==> config.mk <==
export PLATFORM = sky130hd
export DESIGN_NAME = updown_counter_param
export DESIGN_NICKNAME = d
export VERILOG_FILES = /design/src/rtl/updown_counter_param.sv
export SDC_FILE = /design/constraint.sdc
export NUM_CORES = 1
export LEC_CHECK = 0
export ABC_CLOCK_PERIOD_IN_PS = 2690
export CELL_PAD_IN_SITES_DETAIL_PLACEMENT = 0
export CELL_PAD_IN_SITES_GLOBAL_PLACEMENT = 1
export CORE_AREA = 4 4 67 69
export CTS_BUF_LIST = sky130_fd_sc_hd__clkbuf_16
export DETAILED_ROUTE_END_ITERATION = 7
export DIE_AREA = 0 0 71 73
export GPL_TIMING_DRIVEN = 1
export PLACE_DENSITY = 0.81
export SYNTH_ARGS = -nofsm -noshare
export SYNTH_HDL_FRONTEND = slang
export SYNTH_SLANG_ARGS = --single-unit
==> constraint.sdc <==
create_clock -name clk -period 2.69 [get_ports clk]
set_input_delay 0.269 -clock clk [delete_from_list [all_inputs] [get_ports clk]]
set_output_delay 0.269 -clock clk [all_outputs]
set_load 0.05 [all_outputs]
==> src/rtl/updown_counter_param.sv <==
// updown_counter_param: modulo-MOD_VAL up/down counter with a parallel load,
// a registered terminal-count pulse and a saturating wrap-event counter.
// Optional build macro: UPDOWN_COUNTER_SAT_EN. When it is defined, limit
// events hold the count at its end value instead of wrapping around.
// Register priority on each rising clk edge is clr > load > enable.
module updown_counter_param #(
    parameter int              WIDTH   = 8,
    parameter longint unsigned MOD_VAL = 256,
    parameter int              WRAPS_W = 8
) (
    input  logic               clk,
    input  logic               clr,
    input  logic               enable,
    input  logic               up,
    input  logic               load,
    input  logic [WIDTH-1:0]   load_val,
    output logic [WIDTH-1:0]   data,
    output logic               tc,
    output logic [WRAPS_W-1:0] wraps
);

    // Largest legal count value. For MOD_VAL = 2^WIDTH this is all ones,
    // so the explicit limit handling matches natural WIDTH-bit wrap-around.
    localparam logic [WIDTH-1:0]   MAX_VAL   = WIDTH'(MOD_VAL - 64'd1);
    localparam logic [WIDTH-1:0]   ZERO_VAL  = {WIDTH{1'b0}};
    localparam logic [WIDTH-1:0]   ONE_VAL   = {{(WIDTH-1){1'b0}}, 1'b1};
    localparam logic [WRAPS_W-1:0] WRAPS_MAX = {WRAPS_W{1'b1}};
    localparam logic [WRAPS_W-1:0] WRAPS_ONE = {{(WRAPS_W-1){1'b0}}, 1'b1};

`ifdef UPDOWN_COUNTER_SAT_EN
    // Saturating build: limit events pin the count at the limit just reached.
    localparam logic [WIDTH-1:0]   UP_EVT_VAL   = MAX_VAL;
    localparam logic [WIDTH-1:0]   DOWN_EVT_VAL = ZERO_VAL;
`else
    // Wrapping build: limit events roll over to the opposite end of the range.
    localparam logic [WIDTH-1:0]   UP_EVT_VAL   = ZERO_VAL;
    localparam logic [WIDTH-1:0]   DOWN_EVT_VAL = MAX_VAL;
`endif

    // Out-of-range load values are clamped to the top of the count range so
    // that data can never hold a value at or above MOD_VAL.
    function automatic logic [WIDTH-1:0] clamp_load(input logic [WIDTH-1:0] v);
        logic [WIDTH-1:0] r;
        if (v > MAX_VAL) begin
            r = MAX_VAL;
        end else begin
            r = v;
        end
        return r;
    endfunction

    // Saturating increment of the wrap-event counter.
    function automatic logic [WRAPS_W-1:0] wraps_inc(input logic [WRAPS_W-1:0] w);
        logic [WRAPS_W-1:0] r;
        if (w == WRAPS_MAX) begin
            r = w;
        end else begin
            r = w + WRAPS_ONE;
        end
        return r;
    endfunction

    logic [WIDTH-1:0]   data_r;
    logic               tc_r;
    logic [WRAPS_W-1:0] wraps_r;

    logic [WIDTH-1:0]   data_nxt_s;
    logic               tc_nxt_s;
    logic [WRAPS_W-1:0] wraps_nxt_s;
    logic               event_s;

    // Next-state logic: load beats counting, and a limit event raises tc and bumps wraps.
    always_comb begin
        data_nxt_s  = data_r;
        tc_nxt_s    = 1'b0;
        wraps_nxt_s = wraps_r;
        event_s     = 1'b0;
        if (load) begin
            data_nxt_s = clamp_load(load_val);
        end else if (enable) begin
            if (up) begin
                if (data_r >= MAX_VAL) begin
                    event_s    = 1'b1;
                    data_nxt_s = UP_EVT_VAL;
                end else begin
                    data_nxt_s = data_r + ONE_VAL;
                end
            end else begin
                if (data_r == ZERO_VAL) begin
                    event_s    = 1'b1;
                    data_nxt_s = DOWN_EVT_VAL;
                end else begin
                    data_nxt_s = data_r - ONE_VAL;
                end
            end
        end else begin
            data_nxt_s = data_r;
        end

        if (event_s) begin
            tc_nxt_s    = 1'b1;
            wraps_nxt_s = wraps_inc(wraps_r);
        end else begin
            tc_nxt_s    = 1'b0;
            wraps_nxt_s = wraps_r;
        end
    end

    // State registers with synchronous clear taking precedence over everything else.
    always_ff @(posedge clk) begin
        if (clr) begin
            data_r  <= ZERO_VAL;
            tc_r    <= 1'b0;
            wraps_r <= {WRAPS_W{1'b0}};
        end else begin
            data_r  <= data_nxt_s;
            tc_r    <= tc_nxt_s;
            wraps_r <= wraps_nxt_s;
        end
    end

    assign data  = data_r;
    assign tc    = tc_r;
    assign wraps = wraps_r;

endmodule

## Yosys cells after proc, flatten, opt, wreduce, memory -nomap -nowiden

Cells that the tools add are included.

| word-level totals | value |
|---|---|
| input port bits | 13 |
| memories kept | 0 |
| latch bits | 0 |
| bits in registers | 17 |
| bits in read-only memories | 0 |
| memory bits (writable) | 0 |

| operators by class | value |
|---|---|
| multiply operators | 0 |
| $lt $le $gt $ge | 2 |
| mux-type cells | 12 |
| equality and inequality tests | 1 |
| shift-type cells | 0 |
| add/sub/neg operators | 3 |
| bitwise logic cells | 1 |
| reductions and logical operators | 3 |
| divide/modulo/power cells | 0 |

Operators by type and width:

| cell | count |
|---|---|
| $mux 8 | 6 |
| $add 8x1->8 const B | 2 |
| $eq 8x8->1 const B | 1 |
| $ge 8x8->1 const B | 1 |
| $gt 8x8->1 const B | 1 |
| $logic_not 8->1 | 1 |
| $sub 8x1->8 const B | 1 |
| $mux 1 | 6 |
| $reduce_and 2->1 | 1 |
| $reduce_bool 2->1 | 1 |
| $not 1->1 | 1 |

## Longest topological paths before layout

| depth | value |
|---|---|
| depth after elaboration | 6 |
| mapped depth | 7 |
| depth with buffers taken out | 6 |

## Worst setup path after synthesis

No wires, ideal clock.

| path | value |
|---|---|
| path kind | register -> register |
| from | register data_r[4], in the netlist data[4] |
| to | register wraps_r[4], in the netlist wraps[4] |
| period minus slack after synthesis | 2.550 ns |
| library setup time | 0.121 ns |
| path buffers | 2 |
| setup slack | 0.140 ns |
| required time | 2.569 ns |
| data arrival time | 2.429 ns |
| stages on the path, launching flop included | 7 |
| path through | dfxtp_1 > buf_6 > or4_4 > or4_4 > buf_6 > a2111oi_4 > mux2_2 |

| between the ends | value |
|---|---|
| word-level cells in the longest chain between the ends | 6 |
| elaborated cells on any way between the ends | 8 |
| classes of those cells | 1 x order compare; 5 x mux; 2 x reduce/logical |

Ends and longest elaborated chain:

| element | line | source |
|---|---|---|
| from (decl) | 63 | `logic [WIDTH-1:0] data_r;` |
| from (signal assigned) | 116 | `data_r <= data_nxt_s;` |
| $ge 8x8->1 / $logic_not 8->1 (equally long branches) | 82, 89 |  |
| $mux 1 (on tied branches) | 82, 89 |  |
| $mux 1 (*) | 81 | `if (up) begin` |
| $mux 1 (*) | 80 | `end else if (enable) begin` |
| $mux 1 (*) | 78 | `if (load) begin` |
| $reduce_and 2->1 (no line) (*) | - |  |
| to (signal assigned) | 114 | `wraps_r <= {WRAPS_W{1'b0}};` |
| to (signal assigned) | 118 | `wraps_r <= wraps_nxt_s;` |
| to (decl) | 65 | `logic [WRAPS_W-1:0] wraps_r;` |

Mark *: on every way between the ends. The rest lies on a longest branch, timed or not.
A chain may end at the register's enable or synchronous reset.

## Worst setup path after layout

Ends and elaborated chain as after synthesis.

==> summary.txt <==
Initial DRC Count: 102
Inst Count DP: 235
Clock tree buffer depth: 2
Area share of the leading cell type in the synthesized netlist: 25.4%
Worst Setup End Kind: flip-flop
Cell breakdown of the critical path: or4_4, or4_4, a2111oi_4, mux2_2
Drt drc: 0
XOR/XNOR share of the synthesized area: 3.27%
Leakage: 0.000617 uW
Clock Sink Count: 17
Post-synthesis adder-cell area fraction: 3.73%
Yosys cell types: 48
Routed length on met1: 1.53 mm
Synth area leader: dfxtp_1
Non-Filler Instances: 239
Post-Syn Area: 1340 sq um
P_sw: 236 uW
Starting density of the core: 34.2%
Remaining Overflow, GRT: 0
Per-cell routed wire length: 13.9 um
CORE AREA: 3910 sq um
Top post-synthesis cells by area: dfxtp_1 25%, nor2_1 4.8%, a211oi_1 4.5%, a21oi_1 3.7%, ha_1 3.7%
First-pass GRT wire length: 5.49 mm
Share of layout cells above drive strength 1: 10.6%
Rel. slew slack: 44.6%
Highest-count cells in the layout ignoring fill and taps: 29 x clkdlybuf4s50_1, 17 x nor2_1, 17 x dfxtp_1, 10 x a21oi_1, 9 x inv_1
Fin. max-slew vios: 0
Internal cell power: 548 uW
Largest net degree at the start of global routing: 23
Die area: 5180 sq um
Tot GR Track Use: 12.9%
Critical path type: flip-flop to flip-flop
Syn. warnings: 0
Crit path max-delay cell type: or4_4
Vias in the first global route: 1209
DR pass1 iterations: 4
Clock network power share: 38.7%
Predominant post-synthesis flop cell: dfxtp_1
H-Tree Depth: 1
Max VDD drop: 0.185 mV
Largest fanout on the critical path: 11
Cell row count: 23
Drt total wl: 3.33 mm
FF+latch count, synth: 17
Largest stage delay on the critical path: 0.56 ns
Sw frac: 30.1%
Gate power share: 24.9%
IO Count: 30
TritonCTS clock tree: built
Cts bufs inserted: 3
Minimum clock period: 2.29 ns
EDFF count, synth: 0
Max-Cap Viols: 0
Fraction of registers with async set/reset: 0%
WP data arrival: 2.43 ns
Final Cycle Share: 85.2%
Synth Area in Compound Gates: 24.6%
Crit path launch type: flip-flop
Worst endpoint required time: 2.83 ns
Die W: 71 um
RD Place Congestion: 0.870
Status: complete, no violations
Clk slew on worst S/H paths: 0.05 ns
Tightest Hold Check Type: flip-flop to flip-flop
Met2 WL: 1.53 mm
Main combinational cell family by area after synthesis: simple AND/OR/NAND/NOR gates
Buffers on Ports: 29
Met3 WL: 229 um
Post-DP HPWL: 2.41 mm
Worst path most repeated cell: or4_4
Setup TNS: 0 ns
# hold bufs at CTS: 0
Antenna diodes: 0
Commonest non-fill, non-tap cell in the layout: clkdlybuf4s50_1
PostCTS Resize Cnt: 0
Crit path buf inv count: 0
Worst Tran Pin Value: 0.828 ns
Post-synthesis cell count: 165
Setup violations, final: 0
Antenna Nets Post-Route: 0
Vias/cell: 5.30
Top layer in use: met4
Cell family with most CP delay: simple AND/OR/NAND/NOR gates
Synth-to-layout area growth: 28.3%
Sequential-to-total area share from yosys stat: 25.4%
F_max: 0.436 GHz
Mux share of post-synthesis cell area: 7.10%
Synth Net Count: 182
Hold Vio Cnt, Final: 0
Clk root buf: clkbuf_16
Avg Inst Size Synth: 8.12 sq um
Skew-Pair Late Insertion Delay: 0.25 ns
Max Clock Skew: 0.00431 ns
Synth Area in Simple Gates: 26.6%
Vias: 1266
Height of the die: 73 um
RSZ-0062 raised after global routing: false
Setup bufs post-CTS: 0
Number of antenna violations at the first check in global routing: 0
Sequential power share: 36.4%
PwrDens: 456 nW/um^2
Final #Nets: 207
[tightest hold or removal path: stages, from the launching register on]
cell,delay [ns]
dfxtp_1,0.34
inv_1,0.06
a211oi_1,0.06
[final timing paths]
kind                            slack, ns        to  cells past startpoint     start
worst max-delay path                 0.40  wraps[4]                      4   data[4]
worst min-delay path                 0.51  wraps[6]                      2  wraps[6]
worst max register to register       0.40  wraps[4]                      4   data[4]
worst min register to register       0.51  wraps[6]                      2  wraps[6]
[logic make-up (layout without fill, tap and decap cells)]
kind of cell,count (synthesis),count (layout)
adders and majority gates,4,4
xor gates and xnor gates,5,5
muxes,9,9
DFF,17,17
and+or+nand+nor,64,64
AOI/OAI and AO/OA,43,43
buffers and inverters,23,47
[power groups by stage]
stage	registers, uW	logic (uW)	clock network, uW
floorplan	314	117	0
detailed placement	290	195	0
finish	286	195	304
CTS	285	196	315
global placement	290	194	0
global route	289	211	320
[layer usage]
layer / global-route usage, % / vias up
li1: - / 663
met1: 15.8 / 555
met2: 21.7 / 44
met3: 3.03 / 4
met4: 5.22 / 0
met5: 0 / -
[state kept, by name (all words and copies together) (netlist names)]
name and flops:
tc 1, wraps 8, data 8
[synth_stat cells, types with 3 or more instances]
cell	n
a21oi_1	10
inv_1	9
buf_4	6
nand2_1	6
nor4_1	3
mux2i_1	5
a211oi_1	8
a31oi_1	5
a2111oi_0	4
and3_1	4
mux2_2	4
ha_1	4
dfxtp_1	17
nand2b_1	6
clkbuf_1	3
nor2_1	17
nand3_1	5
nor2b_1	5
xnor2_1	3
nor3_1	3
nand4_1	4
[stage by stage]
| step | hold WS (ns) | cell area [sq um] | setup slack [ns] | util, % | total power (uW) |
|---|---|---|---|---|---|
| after floorplan | 0.460 | 1340 | 0.140 | - | 431 |
| after global placement | 0.489 | 1640 | 0.437 | 41.9 | 484 |
| after detailed placement | 0.503 | 1640 | 0.420 | 41.9 | 485 |
| after CTS | 0.510 | 1720 | 0.406 | 43.9 | 796 |
| after global routing | 0.529 | 1720 | 0.278 | 43.9 | 819 |
| final | 0.507 | 1720 | 0.397 | 43.9 | 785 |
[cell type report]
| class | instances | area, sq um |
|---|---|---|
| fillers | 401 | 2190 |
| clock buffers | 3 | 75.1 |
| multi-input cells | 125 | 875 |
| repair buffers | 34 | 328 |
| flip-flops and latches | 17 | 340 |
| inverters | 9 | 33.8 |
| clock inverters | 1 | 5.00 |
| well taps | 50 | 62.6 |
No activity file was read; power rests on OpenSTA's default activity.
